`config.mk`:
```
export PLATFORM = sky130hd
export DESIGN_NAME = instr_fetch_unit
export DESIGN_NICKNAME = d
export VERILOG_FILES = /design/src/rtl/fetch_pkg.sv /design/src/rtl/fetch_queue.sv /design/src/rtl/instr_fetch_unit.sv
export SDC_FILE = /design/constraint.sdc
export NUM_CORES = 1
export LEC_CHECK = 0
export ABC_AREA = 1
export CAP_MARGIN = 20
export CORE_ASPECT_RATIO = 1.75
export CORE_MARGIN = 2
export CORE_UTILIZATION = 58
export DETAILED_ROUTE_END_ITERATION = 10
export GPL_TIMING_DRIVEN = 0
export PLACE_DENSITY = 0.87
export REMOVE_ABC_BUFFERS = 1
export SKIP_CTS_REPAIR_TIMING = 1
export SLEW_MARGIN = 20
export SYNTH_ARGS = -nofsm -noshare
export SYNTH_HDL_FRONTEND = slang
export SYNTH_HIERARCHICAL = 1
export SYNTH_SLANG_ARGS = --single-unit
```
`constraint.sdc`:
```
create_clock -name clk -period 13.5 [get_ports clk]
set_input_delay 2.025 -clock clk [delete_from_list [all_inputs] [get_ports clk]]
set_output_delay 2.025 -clock clk [all_outputs]
set_load 0.01 [all_outputs]
```
`src/rtl/fetch_pkg.sv`:
```
// rtl/fetch_pkg.sv - shared constants and FSM encoding for the instruction fetch unit
package fetch_pkg;

  localparam int unsigned INSTR_W = 32;
  localparam int unsigned PC_INC  = 4;
  localparam logic [INSTR_W-1:0] NOP = 32'h0000_0013;

  // Queue entry layout is {pc, instr}; the instruction occupies the low bits.
  localparam int unsigned ENTRY_INSTR_LSB = 0;
  localparam int unsigned ENTRY_PC_LSB    = INSTR_W;

  typedef enum logic [0:0] {
    ST_RUN  = 1'b0,
    ST_HALT = 1'b1
  } fetch_state_e;

endpackage

```
`src/rtl/fetch_queue.sv`:
```
// rtl/fetch_queue.sv - synchronous FIFO holding fetched {pc, instr} entries
module fetch_queue #(
  parameter int unsigned DEPTH = 2,
  parameter int unsigned WIDTH = 64
) (
  input  logic             clk,
  input  logic             rst_n,
  input  logic             push_i,
  input  logic             pop_i,
  input  logic             flush_i,
  input  logic [WIDTH-1:0] data_i,
  output logic [WIDTH-1:0] data_o,
  output logic             full_o,
  output logic             empty_o
);

  localparam int unsigned PTR_W = (DEPTH > 1) ? $clog2(DEPTH) : 1;
  localparam int unsigned CNT_W = $clog2(DEPTH + 1);

  logic [WIDTH-1:0] mem_q [DEPTH];
  logic [PTR_W-1:0] wr_ptr_q;
  logic [PTR_W-1:0] rd_ptr_q;
  logic [CNT_W-1:0] count_q;
  logic [WIDTH-1:0] last_q;
  logic             do_push;
  logic             do_pop;

  assign full_o  = (count_q == CNT_W'(DEPTH));
  assign empty_o = (count_q == '0);

  // Flush voids any same-cycle transfer; a push into a full queue needs a pop alongside it.
  assign do_pop  = pop_i & ~empty_o & ~flush_i;
  assign do_push = push_i & (~full_o | do_pop) & ~flush_i;

  // When empty, keep presenting the most recently popped entry.
  assign data_o = empty_o ? last_q : mem_q[rd_ptr_q];

  // Pointer, occupancy and last-popped bookkeeping.
  always_ff @(posedge clk or negedge rst_n) begin
    if (!rst_n) begin
      wr_ptr_q <= '0;
      rd_ptr_q <= '0;
      count_q  <= '0;
      last_q   <= '0;
    end else if (flush_i) begin
      wr_ptr_q <= '0;
      rd_ptr_q <= '0;
      count_q  <= '0;
    end else begin
      if (do_push) begin
        wr_ptr_q <= wr_ptr_q + PTR_W'(1);
      end
      if (do_pop) begin
        rd_ptr_q <= rd_ptr_q + PTR_W'(1);
        last_q   <= mem_q[rd_ptr_q];
      end
      if (do_push && !do_pop) begin
        count_q <= count_q + CNT_W'(1);
      end else if (do_pop && !do_push) begin
        count_q <= count_q - CNT_W'(1);
      end
    end
  end

  // Entry storage; contents are only meaningful below count_q, so no reset is needed.
  always_ff @(posedge clk) begin
    if (do_push) begin
      mem_q[wr_ptr_q] <= data_i;
    end
  end

endmodule

```
`src/rtl/instr_fetch_unit.sv`:
```
// rtl/instr_fetch_unit.sv - PC, fetch/redirect arbitration and halt FSM; optional FETCH_MISALIGN_TRAP_EN
module instr_fetch_unit
  import fetch_pkg::*;
#(
  parameter int unsigned        ADDR_W   = 32,
  parameter logic [ADDR_W-1:0]  RESET_PC = '0,
  parameter int unsigned        FQ_DEPTH = 2
) (
  input  logic               clk,
  input  logic               rst_n,
  input  logic               fetch_en,
  output logic [ADDR_W-1:0]  imem_addr,
  input  logic [INSTR_W-1:0] imem_rdata,
  input  logic               redirect_valid,
  input  logic [ADDR_W-1:0]  redirect_pc,
  output logic               out_valid,
  input  logic               out_ready,
  output logic [ADDR_W-1:0]  out_pc,
  output logic [INSTR_W-1:0] out_instr,
  output logic               fetch_fault
);

  localparam int unsigned ENTRY_W = ADDR_W + INSTR_W;

  logic [ADDR_W-1:0]  pc_q, pc_d;
  fetch_state_e       state_q, state_d;
  logic               fault_q, fault_d;
  logic [ADDR_W-1:0]  redir_target;
  logic               redir_misaligned;
  logic               q_full, q_empty;
  logic               push, pop;
  logic [ENTRY_W-1:0] head;

`ifdef FETCH_MISALIGN_TRAP_EN
  assign redir_target     = redirect_pc;
  assign redir_misaligned = |redirect_pc[1:0];
`else
  assign redir_target     = redirect_pc & ~ADDR_W'(3);
  assign redir_misaligned = 1'b0;
`endif

  assign pop  = ~q_empty & out_ready;
  assign push = fetch_en & ~redirect_valid & (state_q == ST_RUN) & (~q_full | pop);

  fetch_queue #(
    .DEPTH (FQ_DEPTH),
    .WIDTH (ENTRY_W)
  ) u_queue (
    .clk     (clk),
    .rst_n   (rst_n),
    .push_i  (push),
    .pop_i   (pop),
    .flush_i (redirect_valid),
    .data_i  ({pc_q, imem_rdata}),
    .data_o  (head),
    .full_o  (q_full),
    .empty_o (q_empty)
  );

  assign imem_addr   = pc_q;
  assign out_valid   = ~q_empty;
  assign out_pc      = head[ENTRY_PC_LSB +: ADDR_W];
  assign out_instr   = head[ENTRY_INSTR_LSB +: INSTR_W];
  assign fetch_fault = fault_q;

  // Next PC, FSM state and sticky fault; redirect outranks sequential fetch.
  always_comb begin
    state_d = state_q;
    fault_d = fault_q;
    pc_d    = pc_q;
    if (redirect_valid) begin
      if (redir_misaligned) begin
        state_d = ST_HALT;
        fault_d = 1'b1;
      end else begin
        state_d = ST_RUN;
        fault_d = 1'b0;
        pc_d    = redir_target;
      end
    end else if (push) begin
      pc_d = pc_q + ADDR_W'(PC_INC);
    end
  end

  // State registers for PC, FSM and fault flag.
  always_ff @(posedge clk or negedge rst_n) begin
    if (!rst_n) begin
      pc_q    <= RESET_PC;
      state_q <= ST_RUN;
      fault_q <= 1'b0;
    end else begin
      pc_q    <= pc_d;
      state_q <= state_d;
      fault_q <= fault_d;
    end
  end

endmodule

```
==> results of run 1 <==
cell families after synthesis:
kind of cell | after synthesis
AND/OR/NAND/NOR | 587
flip-flops | 226
buffers and inverters | 175
AO/OA/AOI/OAI | 158
XOR/XNOR | 6
adder cells (fa/ha/maj) | 1
other | 1
sequential cells by signal (all words and copies together), names as in the netlist:
register / cells
imem_addr: 30
u_queue/mem_q: 128
u_queue/rd_ptr_q: 1
u_queue/count_q: 2
u_queue/last_q: 64
u_queue/wr_ptr_q: 1
final timing paths:
kind	from	end	slack, ns
max	u_queue/rd_ptr_q$_DFFE_PN0P_	out_pc[3]	8.58
min	u_queue/last_q[48]$_DFFE_PN0P_	u_queue/last_q[48]$_DFFE_PN0P_	0.52
max reg2reg	u_queue/count_q[1]$_DFFE_PN0P_	u_queue/mem_q[1][56]$_DFFE_PP_	10.23
min reg2reg	u_queue/last_q[48]$_DFFE_PN0P_	u_queue/last_q[48]$_DFFE_PN0P_	0.52
max in group asynchronous	rst_n	u_queue/last_q[61]$_DFFE_PN0P_	11.40
min in group asynchronous	rst_n	u_queue/count_q[1]$_DFFE_PN0P_	1.42
power by group through the flow:
| stage | logic [mW] | registers, mW | clock network, mW |
|---|---|---|---|
| floorplan | 0.503 | 0.954 | 0 |
| global placement | 0.925 | 0.973 | 0 |
| detailed placement | 0.979 | 0.963 | 0 |
| CTS | 0.990 | 0.950 | 0.640 |
| global route | 1.08 | 0.963 | 0.662 |
| finish | 0.983 | 0.950 | 0.629 |
synthesized netlist by cell type:
master / instances / area (um2)
a21oi_1: 2 / 10.0
a31oi_1: 1 / 6.26
and2_1: 1 / 6.26
buf_1: 3 / 11.3
buf_2: 20 / 100
buf_4: 3 / 22.5
buf_6: 13 / 146
buf_8: 1 / 15.0
clkbuf_1: 13 / 48.8
conb_1: 1 / 3.75
dfrtp_1: 98 / 2450
edfxtp_1: 128 / 3840
ha_1: 1 / 12.5
inv_1: 118 / 443
inv_2: 4 / 15.0
nand2_1: 466 / 1750
nand2_2: 8 / 50.1
nand2_4: 2 / 22.5
nand3_1: 55 / 275
nand4_1: 6 / 37.5
nor2_1: 32 / 120
nor2_2: 7 / 43.8
nor2_4: 9 / 101
o211ai_1: 2 / 15.0
o21ai_0: 80 / 400
o21ai_1: 9 / 45.0
o21ai_2: 56 / 490
o21bai_1: 8 / 60.1
or2_2: 1 / 6.26
xnor2_1: 3 / 26.3
xor2_1: 3 / 26.3
metal layers:
metal  share of wire  wire (um)  up-vias  track usage
met2            0.54      13300      265        0.474
li1                -          -     3980            -
met4           0.040        975        0        0.104
met5               0          0        -            0
met3           0.046       1120       66       0.0242
met1            0.37       9220     3926        0.299
cell usage in the layout, fill, tap and decap left out, types with 6 or more instances in the layout:
cell type        Yosys  final
buf_16               0      6
clkbuf_16            0     21
clkdlybuf4s50_1      0    159
conb_1               1      7
dfrtp_1             98     97
edfxtp_1           128    128
inv_1              118    114
nand2_1            466    466
nand2_2              8      8
nand3_1             55     55
nand4_1              6      6
nor2_1              32     31
nor2_2               7      7
nor2_4               9     10
o21ai_0             80     80
o21ai_1              9      9
o21ai_2             56     56
o21bai_1             8      8
final cells by class:
type,instances,share of cell area
tap,234,0.0222
sequential,226,0.479
multi-input combinational,759,0.269
clock inverter,10,0.0118
clock buffer,26,0.0436
inverter,122,0.0357
timing repair buffer,170,0.139
through the flow:
step                      cells  hold WS [ns]  instance area (um2)   util  worst slack (ns)
after floorplan            1107         0.483                10300      -              7.38
after global placement     1502         0.498                12200  0.678              4.03
after detailed placement   1511         0.505                12400  0.692              8.32
after CTS                  1547         0.521                13200  0.732              8.60
after global routing       1547         0.540                13200  0.732              8.50
final                      1547         0.517                13200  0.732              8.58
worst register-to-register path, delay by kind of cell, from the launching register on:
| kind | cells | cell delay, ns |
|---|---|---|
| simple gates | 4 | 1.06 |
| compound gates | 1 | 0.17 |
| buf+inv | 4 | 1.33 |
| flops | 1 | 0.44 |
==> out/qor.yml, run 1 <==
route:
  via_per_inst: 5.32
  drt_pre_antenna_iters: 5
  routed_wl_mm: 24.6
  dr_total_vias: 8237
  ant_nets: 0
  post_drt_wl_per_cell_um: 15.9
  drt-initial-drc-count: 542
  drcViolationCount: 0
floorplanning:
  die_area_um2: 19400
  die_w_um: 106
  core_area_um2: 18000
  row_count: 65
  die_y_um: 183
  initial_core_util: 0.590
  ios: 167
critical_path:
  cpMaxStageDelayCell: "clkdlybuf4s50_1"
  critPathKind: "reg -> out"
  setup.worst_path.start_class: "flip-flop"
  reg2regPathDepth: 9
  required_ns: 11.48
  cp_top_family: "buffers and inverters"
  path_buf_inv: 4
  cp.depth: 8
  max_stage_delay_ns: 0.59
  worstPathCellList: "buf_16 > inv_4 > buf_12 > nand2_1 > nand2_1 > nand2_1 > o21ai_0 > clkdlybuf4s50_1"
  crit_path_end_kind: "output pin"
  crit_top_cell: "nand2_1"
  cp_max_fo: 57
  crit_arrival_ns: 2.89
sta:
  rsz0062_at_grt: "false"
  min_period_ns: 4.92
  max_slew_margin: 0.325
  timing.fmax_mhz: 203
  fin_skew_ns: 0.0125
  fin_crit_sh: 0.364
  setup_viol: 0
  final_max_slew_viol_count: 0
  fin_tns_setup_ns: 0
  worst_slew_pin_slew_ns: 1.01
  timing.final.hold_violations: 0
cells_and_area:
  regArea_um2: 6300
  multi_input_area_um2: 3540
  diodes: 0
  drive_gt1_frac: 0.104
  nNetsFinal: 1369
  syn_to_final_growth_pct: 24.1
  fillers: 1280
yosys:
  synth-seq-area-share: 0.594
  synth_area_um2: 10600
  ys_seq_elements: 226
  yosys.area_share.simple: 0.227
  synthXorXnorAreaFrac: 0.00495
  synth_top_family_by_area: "simple AND/OR/NAND/NOR gates"
  synthMuxAreaShare: 0
  synth.distinct_cells: 31
  synth-compound-area-share: 0.0969
  avgSynthCellArea_um2: 9.19
  synthCells: 1154
  synthAdderAreaFrac: 0.00118
  ys_warn_count: 6
pwr:
  pwr-share-comb: 0.384
  p_total_mw: 2.56
  sw_frac_of_total: 0.338
  irDropWorstVdd_v: 0.000133
  p_sw_mw: 0.866
  p_int_mw: 1.70
  clkPwrFrac: 0.245
  power_density_nw_per_um2: 195
  total_leakage_power_nw: 5.56
  pwr-share-seq: 0.371
grt:
  grt_max_degree: 75
  grt.total_usage: 0.255
  antenna_found_initial: 0
  grt_pass1_vias: 7984
  grt_pass1_wl_mm: 39.5
  grt.overflow.total: 0
run_status:
  status: "completed"
clock_tree:
  ctsLongestPathBuffers: 3
  tritoncts: "built"
  cts.sink_count: 226
  root_buffer: "clkbuf_16"
  htreeDepth: 1
  path_clk_slew_ns: 0.07
  clkLatencyLatePin_ns: 0.50
  cts-buffers-inserted: 20
placed_design:
  dp_hpwl_mm: 16.0
  portBuffers: 161
  gp_congestion: 0.887
job:
  cap_violations: 0
hold_path:
  hp-class: "reg -> reg"
  worstHoldPathCells: 2
Power figures use the tool's default switching activity.
==> run 2: changes to the inputs <==
--- a/config.mk
+++ b/config.mk
@@ -9,10 +9,10 @@
 export CAP_MARGIN = 20
 export CORE_ASPECT_RATIO = 1.75
 export CORE_MARGIN = 2
-export CORE_UTILIZATION = 58
+export CORE_UTILIZATION = 49
 export DETAILED_ROUTE_END_ITERATION = 10
 export GPL_TIMING_DRIVEN = 0
-export PLACE_DENSITY = 0.87
+export PLACE_DENSITY = 0.79
 export REMOVE_ABC_BUFFERS = 1
 export SKIP_CTS_REPAIR_TIMING = 1
 export SLEW_MARGIN = 20
==> constraint.sdc (replaced) <==
create_clock -name clk -period 4.3 [get_ports clk]
set_input_delay 0.645 -clock clk [delete_from_list [all_inputs] [get_ports clk]]
set_output_delay 0.645 -clock clk [all_outputs]
set_load 0.01 [all_outputs]
==> run 2 against run 1 <==
- routed wire length is 1.6% lower
- first-iteration DRC count is 8.3% lower
- combinational power grew to 3.1 times the previous value
- register-to-register slack worse by 8.4 ns
- sequential cell count stayed put
- utilization is 12 points lower
- setup slack worse by 7.6 ns
- clock skew is 0.0038 ns lower
- largest power group unchanged
- largest cell class unchanged
==> out/qor.yml, run 2 (synthesis results as in run 1) <==
sta:
  fin_skew_ns: 0.00870  # was 0.0125 ns
  min_period_ns: 3.36
  rsz0062_at_grt: "false"  # unchanged
  final_max_slew_viol_count: 0  # unchanged
  worst_slew_pin_slew_ns: 0.779  # was 1.01 ns
  max_slew_margin: 0.481  # was 0.325
  timing.final.hold_violations: 0  # unchanged
  fin_tns_setup_ns: 0  # unchanged
  timing.fmax_mhz: 297
  fin_crit_sh: 0.782
  setup_viol: 0  # unchanged
placed_design:
  placed_cell_area_um2: 12500  # was 12400 um2
  gp_congestion: 0.873  # was 0.887
  portBuffers: 161  # unchanged
  dp_hpwl_mm: 15.9  # was 16.0 mm
route:
  drt-initial-drc-count: 497  # was 542
  post_drt_wl_per_cell_um: 15.1  # was 15.9 um
  drt_pre_antenna_iters: 6  # was 5
  dr_total_vias: 8033  # was 8237
  ant_nets: 0  # unchanged
  via_per_inst: 5.00  # was 5.32
  routed_wl_mm: 24.2  # was 24.6 mm
  drcViolationCount: 0  # unchanged
critical_path:
  reg2reg_to: "u_queue/mem_q[1][63]$_DFFE_PP_"  # was u_queue/mem_q[1][56]$_DFFE_PP_
  worstPathCellList: "inv_4 > buf_12 > nand2_1 > nand2_1 > nand2_1 > o21ai_0 > clkdlybuf4s50_1"  # was buf_16 > inv_4 > buf_12 > nand2_1 > nand2_1 > nand2_1 > o21ai_0 > clkdlybuf4s50_1
  reg2regPathDepth: 9  # unchanged
  required_ns: 3.65  # was 11.48 ns
  r2r-start: "u_queue/count_q[1]$_DFFE_PN0P_"  # unchanged
  crit_path_end_kind: "output pin"  # unchanged
  r2r_slack_ns: 1.84  # was 10.23 ns
  cpMaxStageDelayCell: "dfrtp_4"  # was clkdlybuf4s50_1
  critPathKind: "reg -> out"  # unchanged
  crit_arrival_ns: 2.72  # was 2.89 ns
  crit_top_cell: "nand2_1"  # unchanged
  max_stage_delay_ns: 0.67  # was 0.59 ns
  cp_max_fo: 44  # was 57
  setup.worst_path.start_class: "flip-flop"  # unchanged
pwr:
  irDropWorstVdd_v: 0.000358  # was 0.000133 V
  power_density_nw_per_um2: 602  # was 195 nW/um2
  total_leakage_power_nw: 5.55  # was 5.56 nW
job:
  cap_violations: 0  # unchanged
floorplanning:
  ios: 167  # unchanged
  initial_core_util: 0.495  # was 0.590
  die_y_um: 199  # was 183 um
  die_area_um2: 22900  # was 19400 um2
  die_w_um: 115  # was 106 um
  core_area_um2: 21400  # was 18000 um2
  row_count: 71  # was 65
cells_and_area:
  layout_common_cells: "466 x nand2_1, 159 x clkdlybuf4s50_1, 128 x edfxtp_1"  # unchanged
  fin_area_um2: 13200  # about the same
  fillers: 1737  # was 1280
  largest_register_ff_count: 128  # unchanged
  drive_gt1_frac: 0.104  # about the same
  nNetsFinal: 1369  # unchanged
  syn_to_final_growth_pct: 24.5  # was 24.1%
  regArea_um2: 6300  # unchanged
  regMostFlops: "u_queue/mem_q"  # unchanged
  layout_commonest_cell: "nand2_1"  # unchanged
  multi_input_area_um2: 3540  # unchanged
grt:
  grt.overflow.total: 0  # unchanged
  grt_pass1_wl_mm: 39.4  # was 39.5 mm
  grt_pass1_vias: 8073  # was 7984
  grt.total_usage: 0.217  # was 0.255
  antenna_found_initial: 1  # was 0
  grt_max_degree: 83  # was 75
clock_tree:
  clkLatencyLatePin_ns: 0.50  # about the same
  cts.sink_count: 226  # unchanged
  tritoncts: "built"  # unchanged
  ctsLongestPathBuffers: 3  # unchanged
  root_buffer: "clkbuf_16"  # unchanged
  path_clk_slew_ns: 0.06  # was 0.07 ns
  htreeDepth: 1  # unchanged
  cts-buffers-inserted: 20  # unchanged
hold_path:
  hp-class: "in -> async"  # was reg -> reg
run_status:
  status: "completed"  # unchanged
==> run 2: changes by cell type in the layout (fill, tap and decap cells not counted), sizes merged <==
cell,before,now
bufinv,4,3
diode,0,1
clkinvlp,2,1
clkinv,5,6
clkbuf,26,27
==> run 2: power by group <==
part	internal [mW]	total, mW	switching, mW	leakage, nW
sequential	2.74	3.00	0.258	2.37
clock	1.13	1.91	0.784	0.346
combinational	1.40	3.04	1.64	2.83
==> run 2: cell type report <==
type / instances / area share
multi-input cells: 759 / 0.268
clock inverters: 9 / 0.00986
inverters: 122 / 0.0356
repair buffers: 170 / 0.138
well taps: 292 / 0.0277
diodes: 1 / 0.000190
clock buffers: 27 / 0.0438
flip-flops and latches: 226 / 0.477
==> run 2: worst max-delay path by stage <==
stage	start	end	slack [ns]	cells after the start
floorplan	out_ready	u_queue/mem_q[1][0]$_DFFE_PP_	-0.44	6
global placement	redirect_valid	u_queue/mem_q[1][11]$_DFFE_PP_	-4.08	6
detailed placement	out_ready	u_queue/mem_q[1][6]$_DFFE_PP_	0.46	8
CTS	u_queue/rd_ptr_q$_DFFE_PN0P_	out_instr[14]	0.87	7
global route	u_queue/rd_ptr_q$_DFFE_PN0P_	out_pc[26]	0.74	7
finish	u_queue/rd_ptr_q$_DFFE_PN0P_	out_instr[14]	0.94	7
==> run 2: per-layer routing <==
| metal | part of all wire | wire [um] | vias to the layer above | global-route usage |
|---|---|---|---|---|
| met4 | 0.052 | 1270 | 0 | 0.111 |
| met5 | 0 | 0 | - | 0 |
| li1 | - | - | 3971 | - |
| met2 | 0.52 | 12600 | 203 | 0.393 |
| met3 | 0.035 | 842 | 68 | 0.0219 |
| met1 | 0.39 | 9540 | 3791 | 0.251 |
==> run 2: metrics by stage <==
stage / instances / power (mW) / utilization / worst slack (ns) / hold WS, ns
2_1_floorplan: 1107 / 4.58 / - / -0.444 / 0.349
3_3_place_gp: 1560 / 5.99 / 0.573 / -4.08 / 0.498
3_5_place_dp: 1568 / 6.09 / 0.582 / 0.462 / 0.504
4_1_cts: 1604 / 8.02 / 0.615 / 0.871 / 0.0593
5_1_grt: 1606 / 8.44 / 0.617 / 0.739 / 0.0751
6_report: 1606 / 7.95 / 0.617 / 0.936 / 0.0502
==> run 2: critical path: cells and delay by family, from the launching register on <==
kind / cells / cell delay (ns)
flip-flops: 1 / 0.67
AND/OR/NAND/NOR: 3 / 0.27
AO/OA/AOI/OAI: 1 / 0.09
buffers and inverters: 3 / 1.18
